## config.mk

```make
export PLATFORM = sky130hd
export DESIGN_NAME = cache_controller
export DESIGN_NICKNAME = d
export VERILOG_FILES = /design/src/rtl/cache_pkg.sv /design/src/rtl/cache_addr_map.sv /design/src/rtl/cache_controller.sv
export SDC_FILE = /design/constraint.sdc
export NUM_CORES = 1
export LEC_CHECK = 0
export ABC_AREA = 1
export BUFFER_PORTS_ARGS = -buffer_cell sky130_fd_sc_hd__buf_2
export CAP_MARGIN = 25
export CORE_AREA = 2 2 128 130
export CTS_BUF_LIST = sky130_fd_sc_hd__clkbuf_16
export CTS_CLUSTER_SIZE = 20
export DETAILED_ROUTE_END_ITERATION = 8
export DIE_AREA = 0 0 130 132
export PLACE_DENSITY_LB_ADDON = 0.05
export SLEW_MARGIN = 30
export SYNTH_ARGS = -nofsm -noshare
export SYNTH_HDL_FRONTEND = slang
export SYNTH_HIERARCHICAL = 1
export SYNTH_SLANG_ARGS = --single-unit
export TNS_END_PERCENT = 50
```

## constraint.sdc

```tcl
create_clock -name clk -period 1.9 [get_ports clk]
set_clock_uncertainty 0.1 [all_clocks]
set_input_delay 0.38 -clock clk [delete_from_list [all_inputs] [get_ports clk]]
set_output_delay 0.38 -clock clk [all_outputs]
set_load 0.02 [all_outputs]
```

## src/rtl/cache_pkg.sv

```systemverilog
// Shared types and constants for the data-cache controller.
package cache_pkg;

  localparam int unsigned CADDR_W   = 17;
  localparam int unsigned LINE_W    = 64;
  localparam int unsigned WORD_W    = 32;
  localparam int unsigned BASE_ADDR = 1024;

  typedef enum logic [1:0] {
    StIdle,
    StRdWait,
    StFill,
    StWrWait
  } state_e;

endpackage

```

## src/rtl/cache_addr_map.sv

```systemverilog
// Byte-address to cache word-address translation, shared with the SRAM controller.
module cache_addr_map #(
  parameter int unsigned BASE_ADDR = cache_pkg::BASE_ADDR,
  parameter int unsigned CADDR_W   = cache_pkg::CADDR_W
) (
  input  logic [31:0]        byte_addr_i,
  output logic [CADDR_W-1:0] word_addr_o
);

  logic [31:0] offset;
  logic        unused_bits;

  assign offset      = byte_addr_i - BASE_ADDR;
  assign word_addr_o = offset[CADDR_W+1:2];
  // Byte-lane and out-of-range bits are intentionally dropped.
  assign unused_bits = ^{offset[31:CADDR_W+2], offset[1:0]};

endmodule

```

## src/rtl/cache_controller.sv

```systemverilog
// Write-through, no-write-allocate controller between the MEM stage, data cache and SRAM.
// Optional hit/miss statistics counters are enabled with CACHE_CTRL_STATS_EN.
module cache_controller #(
  parameter int unsigned BASE_ADDR = cache_pkg::BASE_ADDR,
  parameter int unsigned CADDR_W   = cache_pkg::CADDR_W
) (
  input  logic                          clk,
  input  logic                          rst,
  input  logic                          mem_r_en,
  input  logic                          mem_w_en,
  input  logic [31:0]                   mem_addr,
  input  logic [cache_pkg::WORD_W-1:0]  mem_wdata,
  output logic [cache_pkg::WORD_W-1:0]  mem_rdata,
  output logic                          ready,
  output logic [CADDR_W-1:0]            cache_addr,
  output logic                          cache_re,
  output logic                          cache_we,
  output logic                          cache_inv,
  output logic [cache_pkg::LINE_W-1:0]  cache_wdata,
  input  logic                          cache_hit,
  input  logic [cache_pkg::WORD_W-1:0]  cache_rdata,
  output logic                          sram_req,
  output logic                          sram_we,
  output logic [CADDR_W-1:0]            sram_addr,
  output logic [cache_pkg::WORD_W-1:0]  sram_wdata,
  input  logic [cache_pkg::LINE_W-1:0]  sram_rdata,
  input  logic                          sram_ready
`ifdef CACHE_CTRL_STATS_EN
  ,
  output logic [31:0]                   hit_count,
  output logic [31:0]                   miss_count
`endif
);

  import cache_pkg::*;

  state_e              state_q, state_d;
  logic [CADDR_W-1:0]  addr_q, addr_d;
  logic [WORD_W-1:0]   data_q, data_d;
  logic [LINE_W-1:0]   line_q, line_d;
  logic [CADDR_W-1:0]  map_addr;
  logic                latch_rd, latch_wr, line_ld;
  logic                rd_hit, rd_miss;

  cache_addr_map #(
    .BASE_ADDR(BASE_ADDR),
    .CADDR_W  (CADDR_W)
  ) u_addr_map (
    .byte_addr_i(mem_addr),
    .word_addr_o(map_addr)
  );

  assign cache_addr  = (state_q == StIdle) ? map_addr : addr_q;
  // Reads fetch the whole line, so the word offset is masked off toward SRAM.
  assign sram_addr   = (state_q == StWrWait) ? addr_q : {addr_q[CADDR_W-1:1], 1'b0};
  assign sram_wdata  = data_q;
  assign cache_wdata = line_q;

  always_comb begin
    state_d   = state_q;
    ready     = 1'b0;
    mem_rdata = '0;
    cache_re  = 1'b0;
    cache_we  = 1'b0;
    cache_inv = 1'b0;
    sram_req  = 1'b0;
    sram_we   = 1'b0;
    latch_rd  = 1'b0;
    latch_wr  = 1'b0;
    line_ld   = 1'b0;
    rd_hit    = 1'b0;
    rd_miss   = 1'b0;
    case (state_q)
      StIdle: begin
        if (mem_w_en) begin
          cache_inv = 1'b1;
          latch_wr  = 1'b1;
          state_d   = StWrWait;
        end else if (mem_r_en) begin
          cache_re = 1'b1;
          if (cache_hit) begin
            rd_hit    = 1'b1;
            ready     = 1'b1;
            mem_rdata = cache_rdata;
          end else begin
            rd_miss  = 1'b1;
            latch_rd = 1'b1;
            state_d  = StRdWait;
          end
        end else begin
          ready = 1'b1;
        end
      end
      StRdWait: begin
        sram_req = 1'b1;
        if (sram_ready) begin
          line_ld = 1'b1;
          state_d = StFill;
        end
      end
      StFill: begin
        cache_we  = 1'b1;
        ready     = 1'b1;
        mem_rdata = addr_q[0] ? line_q[LINE_W-1:WORD_W] : line_q[WORD_W-1:0];
        state_d   = StIdle;
      end
      StWrWait: begin
        sram_req = 1'b1;
        sram_we  = 1'b1;
        if (sram_ready) begin
          ready   = 1'b1;
          state_d = StIdle;
        end
      end
      default: state_d = StIdle;
    endcase
  end

  always_comb begin
    addr_d = addr_q;
    data_d = data_q;
    line_d = line_q;
    if (latch_rd || latch_wr) addr_d = map_addr;
    if (latch_wr)             data_d = mem_wdata;
    if (line_ld)              line_d = sram_rdata;
  end

  always_ff @(posedge clk) begin
    if (rst) begin
      state_q <= StIdle;
      addr_q  <= '0;
      data_q  <= '0;
      line_q  <= '0;
    end else begin
      state_q <= state_d;
      addr_q  <= addr_d;
      data_q  <= data_d;
      line_q  <= line_d;
    end
  end

`ifdef CACHE_CTRL_STATS_EN
  logic [31:0] hit_cnt_q, hit_cnt_d, miss_cnt_q, miss_cnt_d;

  always_comb begin
    hit_cnt_d  = hit_cnt_q;
    miss_cnt_d = miss_cnt_q;
    if (rd_hit && (hit_cnt_q != 32'hFFFF_FFFF))   hit_cnt_d  = hit_cnt_q + 32'd1;
    if (rd_miss && (miss_cnt_q != 32'hFFFF_FFFF)) miss_cnt_d = miss_cnt_q + 32'd1;
  end

  always_ff @(posedge clk) begin
    if (rst) begin
      hit_cnt_q  <= '0;
      miss_cnt_q <= '0;
    end else begin
      hit_cnt_q  <= hit_cnt_d;
      miss_cnt_q <= miss_cnt_d;
    end
  end

  assign hit_count  = hit_cnt_q;
  assign miss_count = miss_cnt_q;
`else
  logic unused_stats;
  assign unused_stats = rd_hit ^ rd_miss;
`endif

endmodule

```

# Word-level counts from Yosys, hierarchy flattened
# Cells that the tools add are included.
# totals
reg_bits,115
in_bits,166
out_inout_bits,168
# classes
n_addsub,1
eq_ne,7
n_mux,31
reduce_logical,4
# op_table
cell,count
$mux 32,4
$pmux 32 s2,1
$sub 19x11->19 const B,1
$mux 1,18
$mux 17,1
$mux 2,5
$pmux 2 s4,1
$ne 3x3->1 const B,2
$eq 2x2->1 const B,2
$ne 2x2->1 const B,2
$reduce_and 4->1,1
$pmux 1 s3,1
$eq 2x1->1 const B,1
$logic_not 2->1,1
$reduce_or 2->1,1
$logic_or 1x1->1,1

# Depth between registers and ports, before layout
# Gate-level depths: netlist of the first run.
# logic_depth
ltp_word,5
depth_mapped,10
ltp_nobuf,10

# Hierarchy
# The synthesis of the first run kept the hierarchy.
# modules_own_cells
module,n_inst,cells_per_inst,area_each_um2,seq_area_each_um2
cache_controller,1,825,5512.8,2302.2
cache_addr_map,1,47,244.0,0.0

# Worst setup path before layout of the first run
# Ideal clock, no wire load.
# synth_path
kind,input -> output
startpoint,input mem_addr[10]
endpoint,output cache_addr[16]
t_arrival_ns,1.534
t_required_ns,1.420
path_slack_ns,-0.114
path_stages,8
path_buffers,0
cell_sequence,inv_1 > ha_1 > nand2_1 > nor2_1 > nand2_1 > nand2_1 > inv_1 > o21ai_0
# synth_via
elab_chain_cells,2
# synth_lines
item,line_no,text
from (decl),cache_controller.sv:11,"input logic [31:0] mem_addr,"
$sub 19x11->19,cache_addr_map.sv:13,assign offset = byte_addr_i - BASE_ADDR;
net map_addr[16],cache_controller.sv:41,logic [CADDR_W-1:0] map_addr;
$mux 17,cache_controller.sv:53,assign cache_addr = (state_q == StIdle) ? map_addr : addr_q;
to (decl),cache_controller.sv:15,"output logic [CADDR_W-1:0] cache_addr,"
# The timed path passes the listed nets, and every way through them passes these cells.

# Final worst setup path of the first run
# layout_path
startpoint,register state_q[0]
endpoint,output cache_addr[2]
# layout_via
elab_chain_cells,2
# layout_lines
item,line_no,text
from (decl),cache_controller.sv:37,"state_e state_q, state_d;"
from (signal assigned),cache_controller.sv:130,state_q <= StIdle;
from (signal assigned),cache_controller.sv:135,state_q <= state_d;
$logic_not 2->1,cache_controller.sv:53,
$mux 17,cache_controller.sv:53,
# No other way between the ends.

==> results.yml, run 1 <==
outcome:
  outcome: "finished with violations"
  violations: "negative setup slack"
setup_path:
  r2r_cells: 9
  critPathLaunch: "state_q[0]"
  crit_fanout: 8
  slowest_stage: "dfxtp_4"
  r2r-start: "state_q[1]"
  path_common_cell: "buf_4"
  cpPeakStageDelay_ns: 0.37
  r2r-end: "cache_wdata[24]"
  r2r_setup_slack_ns: 0.14
  critPathBufInv: 4
  critical_path.top_delay_family: "buffers and inverters"
  cp-end-kind: "output port"
  crit_required_ns: 1.42
  critPathLaunchType: "register"
  worst-setup-path-type: "reg -> out"
  cp_cell_sequence: "nor2_4, buf_4, inv_2, clkbuf_16, o21ai_1, buf_4"
  cp.arrival_ns: 1.57
clock_network:
  ctsHoldBuffers: 0
  clock_latency_ns: 0.41
  cts-root-buf: "clkbuf_16"
  h-tree-depth: 4
  path_clk_slew_ns: 0.06
  cts_made_buffers: 17
  cts_tree: "yes"
  clock_sinks: 115
  ctsLongestPathBuffers: 2
logic_synthesis:
  synth_cell_types: 23
  synthesis.area_um2: 5760
  synth_area_leader_cell: "dfxtp_1"
  async_flop_share_pct: 0
  syn-num-nets: 1039
  syn_inst: 872
  avgSynthCellArea_um2: 6.60
  synthTopCellsByArea: "dfxtp_1, nand2_1, nor2_1"
  ys_ff_latch: 115
  ys_warn_count: 6
  synthFlopType: "dfxtp_1"
  ys_seq_area_share_pct: 40.0
  synth_edf_count: 0
  synth_top_area_share_pct: 40.0
place:
  place_ws_ns: -0.0298
  dp_hpwl_mm: 14.3
  placed_cell_area_um2: 7500
  io_buffers: 318
  place_congestion: 0.833
global_routing:
  antenna_found_initial: 4
  gr-total-overflow: 0
  grtUsageTotal_pct: 22.3
  grt_start_max_net_pins: 53
  first_global_vias: 5814
  grt_pass1_wl_mm: 30.1
sta:
  tightest_slew_ns: 0.374
  fin_crit_ns: 2.05
  setup_viol: 52
  period_share_pct: 108
  rsz0062_at_grt: "true"
  fmax_mhz: 488
  fin_ws_ns: -0.148
  slew_headroom_pct: 75.0
  hold_viol_final: 0
  slew_violations: 0
  holdWs_ns: 0.0842
final_layout:
  regArea_um2: 2310
  fillers: 1688
  final_common_cell: "buf_2"
  area_growth_pct: 46.7
  postLayoutCellArea_um2: 8450
  layout-drive-gt1-share_pct: 36.5
  final_cell_mix: "buf_2, nand2_1, nor2_1"
  final_nets: 1334
  multi_input_area_um2: 2800
  utilization_pct: 53.8
route:
  drt-met1-wl_mm: 8.63
  vias: 6551
  viasPerCell: 4.68
  wl_per_cell_um: 14.3
  dr_wl_met2_mm: 9.59
  drtPass1Iterations: 4
  wl_met3_mm: 1.43
  wl_mm: 20.1
  drtIter0Drc: 308
  antenna_violating_nets_post_route: 0
  highest_layer: "met5"
  route.detailed.drc: 0
worst_hold_path:
  hp-start: "sram_rdata[60]"
  holdPathEnd: "cache_wdata[60]"
  hold_path_class: "in -> reg"
  whs_path_depth: 3
die:
  die_w_um: 130
  core-area_um2: 15700
  die-area_um2: 17200
  die_h_um: 132
  start_util_pct: 36.6
  io_pins: 334
  rows: 46
power_and_ir_drop:
  p_leak_nw: 4.36
  pwr_density_cell_nw_per_um2: 939
  power_mw: 7.93
  ir_worst_vdd_v: 0.000638
job:
  maxCapViolCount: 0
==> cells in the mapped netlist (2+ instances only) <==
| cell type | count |
|---|---|
| nor2_2 | 2 |
| a21oi_1 | 52 |
| dfxtp_1 | 115 |
| nand2_1 | 212 |
| o21ai_0 | 78 |
| nor2_1 | 152 |
| nor2_4 | 2 |
| buf_4 | 33 |
| buf_1 | 5 |
| inv_2 | 3 |
| buf_2 | 22 |
| nand4_1 | 34 |
| nand2_2 | 2 |
| clkbuf_1 | 30 |
| o21ai_1 | 8 |
| o211ai_1 | 32 |
| inv_1 | 64 |
| nand3_1 | 21 |
==> routing by layer <==
layer	vias to the layer above	GRT usage (%)
li1	3381	-
met1	2923	27.7
met5	-	0
met4	2	7.89
met2	219	36.4
met3	26	6.57
==> layout make-up <==
type | count | area share [%]
antenna | 3 | 0.0889
clock buffer | 17 | 5.04
timing repair buffer | 367 | 26.5
sequential | 115 | 27.4
multi-input combinational | 599 | 33.2
tap | 216 | 3.20
inverter | 67 | 3.01
clock inverter | 15 | 1.61
==> report_power, final <==
| part | switching [mW] | internal [mW] |
|---|---|---|
| sequential | 0.134 | 2.61 |
| clock | 1.22 | 1.80 |
| combinational | 1.31 | 0.851 |
| total | 2.66 | 5.27 |
==> worst max path at each step <==
stage | to | cells past startpoint
5_1_grt | mem_rdata[21] | 7
4_1_cts | mem_rdata[28] | 7
3_3_place_gp | cache_addr[16] | 10
3_5_place_dp | cache_addr[16] | 10
2_1_floorplan | cache_addr[12] | 7
6_report | cache_addr[2] | 6
==> flip-flops by register name, indices dropped and copies added (netlist names) <==
register / count
cache_wdata: 64
sram_wdata: 32
addr_q: 17
state_q: 2
==> worst min-delay path, stage by stage <==
cell    delay [ns]
buf_2         0.07
nor2_1        0.03
nor2_1        0.08
==> timing repair <==
item                                    CTS  global route
buffers inserted                          5             3
gates resized for setup                  66            38
pin swaps                                 2             2
cloned                                    2             3
endpoints found under the setup margin   55            55
==> kinds of logic (layout without fill, tap and decap cells) <==
group | count (synthesis) | in the layout | synth area share [%]
other | 0 | 3 | 0
buffers and inverters | 158 | 466 | 13.1
adder cells (fa/ha/maj) | 1 | 1 | 0.217
flip-flops | 115 | 115 | 40.0
AO/OA/AOI/OAI | 170 | 170 | 16.2
AND/OR/NAND/NOR | 426 | 426 | 30.3
XOR/XNOR | 2 | 2 | 0.304
==> through the flow <==
step	instances	setup TNS, ns
after floorplan	872	0
after global placement	1351	-0.0291
after detailed placement	1351	-0.0298
after CTS	1390	-6.44
after global routing	1399	-10.29
final	1399	-6.00
No activity file was read; power rests on OpenSTA's default activity.
==> inputs of run 2 (changes only) <==
==> constraint.sdc (replaced) <==
create_clock -name clk -period 2.2 [get_ports clk]
set_clock_uncertainty 0.1 [all_clocks]
set_input_delay 0.44 -clock clk [delete_from_list [all_inputs] [get_ports clk]]
set_output_delay 0.44 -clock clk [all_outputs]
set_load 0.02 [all_outputs]
==> results.yml, run 2 (same netlist as run 1, synthesis figures left out) <==
final_layout:
  layout-drive-gt1-share_pct: 33.9
  final_cell_mix: "buf_2, nand2_1, nor2_1"
  fillers: 1713
  final_common_cell: "buf_2"
  fin_cells: 1375
  antenna_cells: 0
  largest_reg_flops: 64
  final_nets: 1313
  area_growth_pct: 38.9
clock_network:
  path_clk_slew_ns: 0.06
  ctsLongestPathBuffers: 2
  clock_latency_ns: 0.41
  clock_sinks: 115
  cts_tree: "yes"
  cts-root-buf: "clkbuf_16"
  h-tree-depth: 4
  cts_made_buffers: 17
sta:
  setup_tns_ns: 0
  slew_headroom_pct: 64.0
  hold_viol_final: 0
  slew_violations: 0
  holdWs_ns: 0.147
  setup_viol: 0
  period_share_pct: 97.7
  tightest_slew_ns: 0.540
  rsz0062_at_grt: "true"
  fin_crit_ns: 2.15
  fmax_mhz: 465
route:
  antenna_violating_nets_post_route: 0
  drtIter0Drc: 295
  wl_mm: 19.4
  viasPerCell: 4.67
  drtPass1Iterations: 5
  route.detailed.drc: 0
  vias: 6428
  wl_per_cell_um: 14.1
setup_path:
  r2r-start: "state_q[0]"
  cpPeakStageDelay_ns: 0.36
  crit_required_ns: 1.66
  cp-end-kind: "output port"
  r2r-end: "cache_wdata[24]"
  critPathBufInv: 3
  worst-setup-path-type: "reg -> out"
  crit_fanout: 24
  cp.arrival_ns: 1.61
  critPathLaunchType: "register"
  cp_cell_sequence: "inv_2, nor2_4, buf_12, o211ai_1, o21ai_1, buf_4"
  slowest_stage: "dfxtp_2"
  r2r_cells: 6
  r2r_setup_slack_ns: 0.48
  critical_path.top_delay_family: "buffers and inverters"
power_and_ir_drop:
  p_leak_nw: 4.18
  ir_worst_vdd_v: 0.000551
  power_mw: 6.60
  pwr_density_cell_nw_per_um2: 826
global_routing:
  first_global_vias: 5743
  grtUsageTotal_pct: 22.1
  antenna_found_initial: 1
  gr-total-overflow: 0
  grt_start_max_net_pins: 54
  grt_pass1_wl_mm: 29.8
die:
  core-area_um2: 15700
  die_h_um: 132
  rows: 46
  io_pins: 334
  die-area_um2: 17200
  start_util_pct: 36.6
  die_w_um: 130
place:
  place_congestion: 0.838
  io_buffers: 318
  dp_hpwl_mm: 14.3
  dp_cells: 1340
worst_hold_path:
  hold_path_class: "in -> reg"
  hp-start: "sram_rdata[37]"
  holdPathEnd: "cache_wdata[37]"
  whs_path_depth: 3
outcome:
  outcome: "finished, final reports clean"
job:
  maxCapViolCount: 0
run 2: changes by cell type in the layout (fill, tap and decap cells not counted), moves of 3 or more:
cell	change
buf_4	-31
buf_2	+27
o21ai_0	+18
o21ai_2	-14
buf_6	-11
buf_12	-4
o21ai_1	-4
clkinv_4	+3
diode_2	-3
run 2: area by class of cell:
cell class	count	area, um^2	share of cell area, %
Tap cell	216	270	3.38
Sequential cell	115	2310	28.9
Clock inverter	15	136	1.71
Multi-Input combinational cell	599	2720	34.0
Clock buffer	17	425	5.32
Inverter	67	251	3.15
Timing Repair Buffer	346	1890	23.6
run 2: where the power goes:
group	internal [mW]	switching, mW	total [mW]	leakage (nW)
registers	2.26	0.112	2.37	0.944
clock network	1.55	1.03	2.59	0.265
logic	0.587	1.06	1.65	2.97
run 2: how the worst max path moves through the flow:
| stage | from | slack, ns | end | cells after the start |
|---|---|---|---|---|
| global placement | mem_addr[10] | 0.11 | cache_addr[16] | 10 |
| floorplan | mem_addr[10] | 0.07 | cache_addr[16] | 8 |
| CTS | state_q[0] | 0.01 | cache_addr[8] | 6 |
| global route | state_q[1] | -0.03 | mem_rdata[0] | 6 |
| finish | state_q[1] | 0.05 | mem_rdata[0] | 6 |
| detailed placement | mem_addr[10] | 0.1 | cache_addr[16] | 10 |
run 2: through the flow:
stage	util [%]	instance area (um^2)	worst slack, ns
2_1_floorplan	-	5760	0.0664
3_3_place_gp	46.9	7370	0.111
3_5_place_dp	46.9	7370	0.0973
4_1_cts	50.5	7940	0.00980
5_1_grt	50.9	8000	-0.0287
6_report	50.9	8000	0.0505
run 2: timing repair:
item	4_1_cts	5_1_grt
hold buffers	0	0
gates cloned	0	0
setup endpoints to repair	20	34
buffers inserted	1	2
resized for setup	6	19
run 2: worst min-delay path: stages:
cell and delay, ns:
buf_2 0.07, nor2_1 0.03, nor2_1 0.08
run 2: per-layer routing:
metal  GRT usage (%)  vias to the layer above  wire length, um  share of wire [%]
met4            7.05                        2              444                2.3
met1            26.8                     2828             8220                 42
met5               0                        -               13              0.067
met2            36.7                      227             9220                 48
met3            7.06                       33             1480                7.6
li1                -                     3338                -                  -
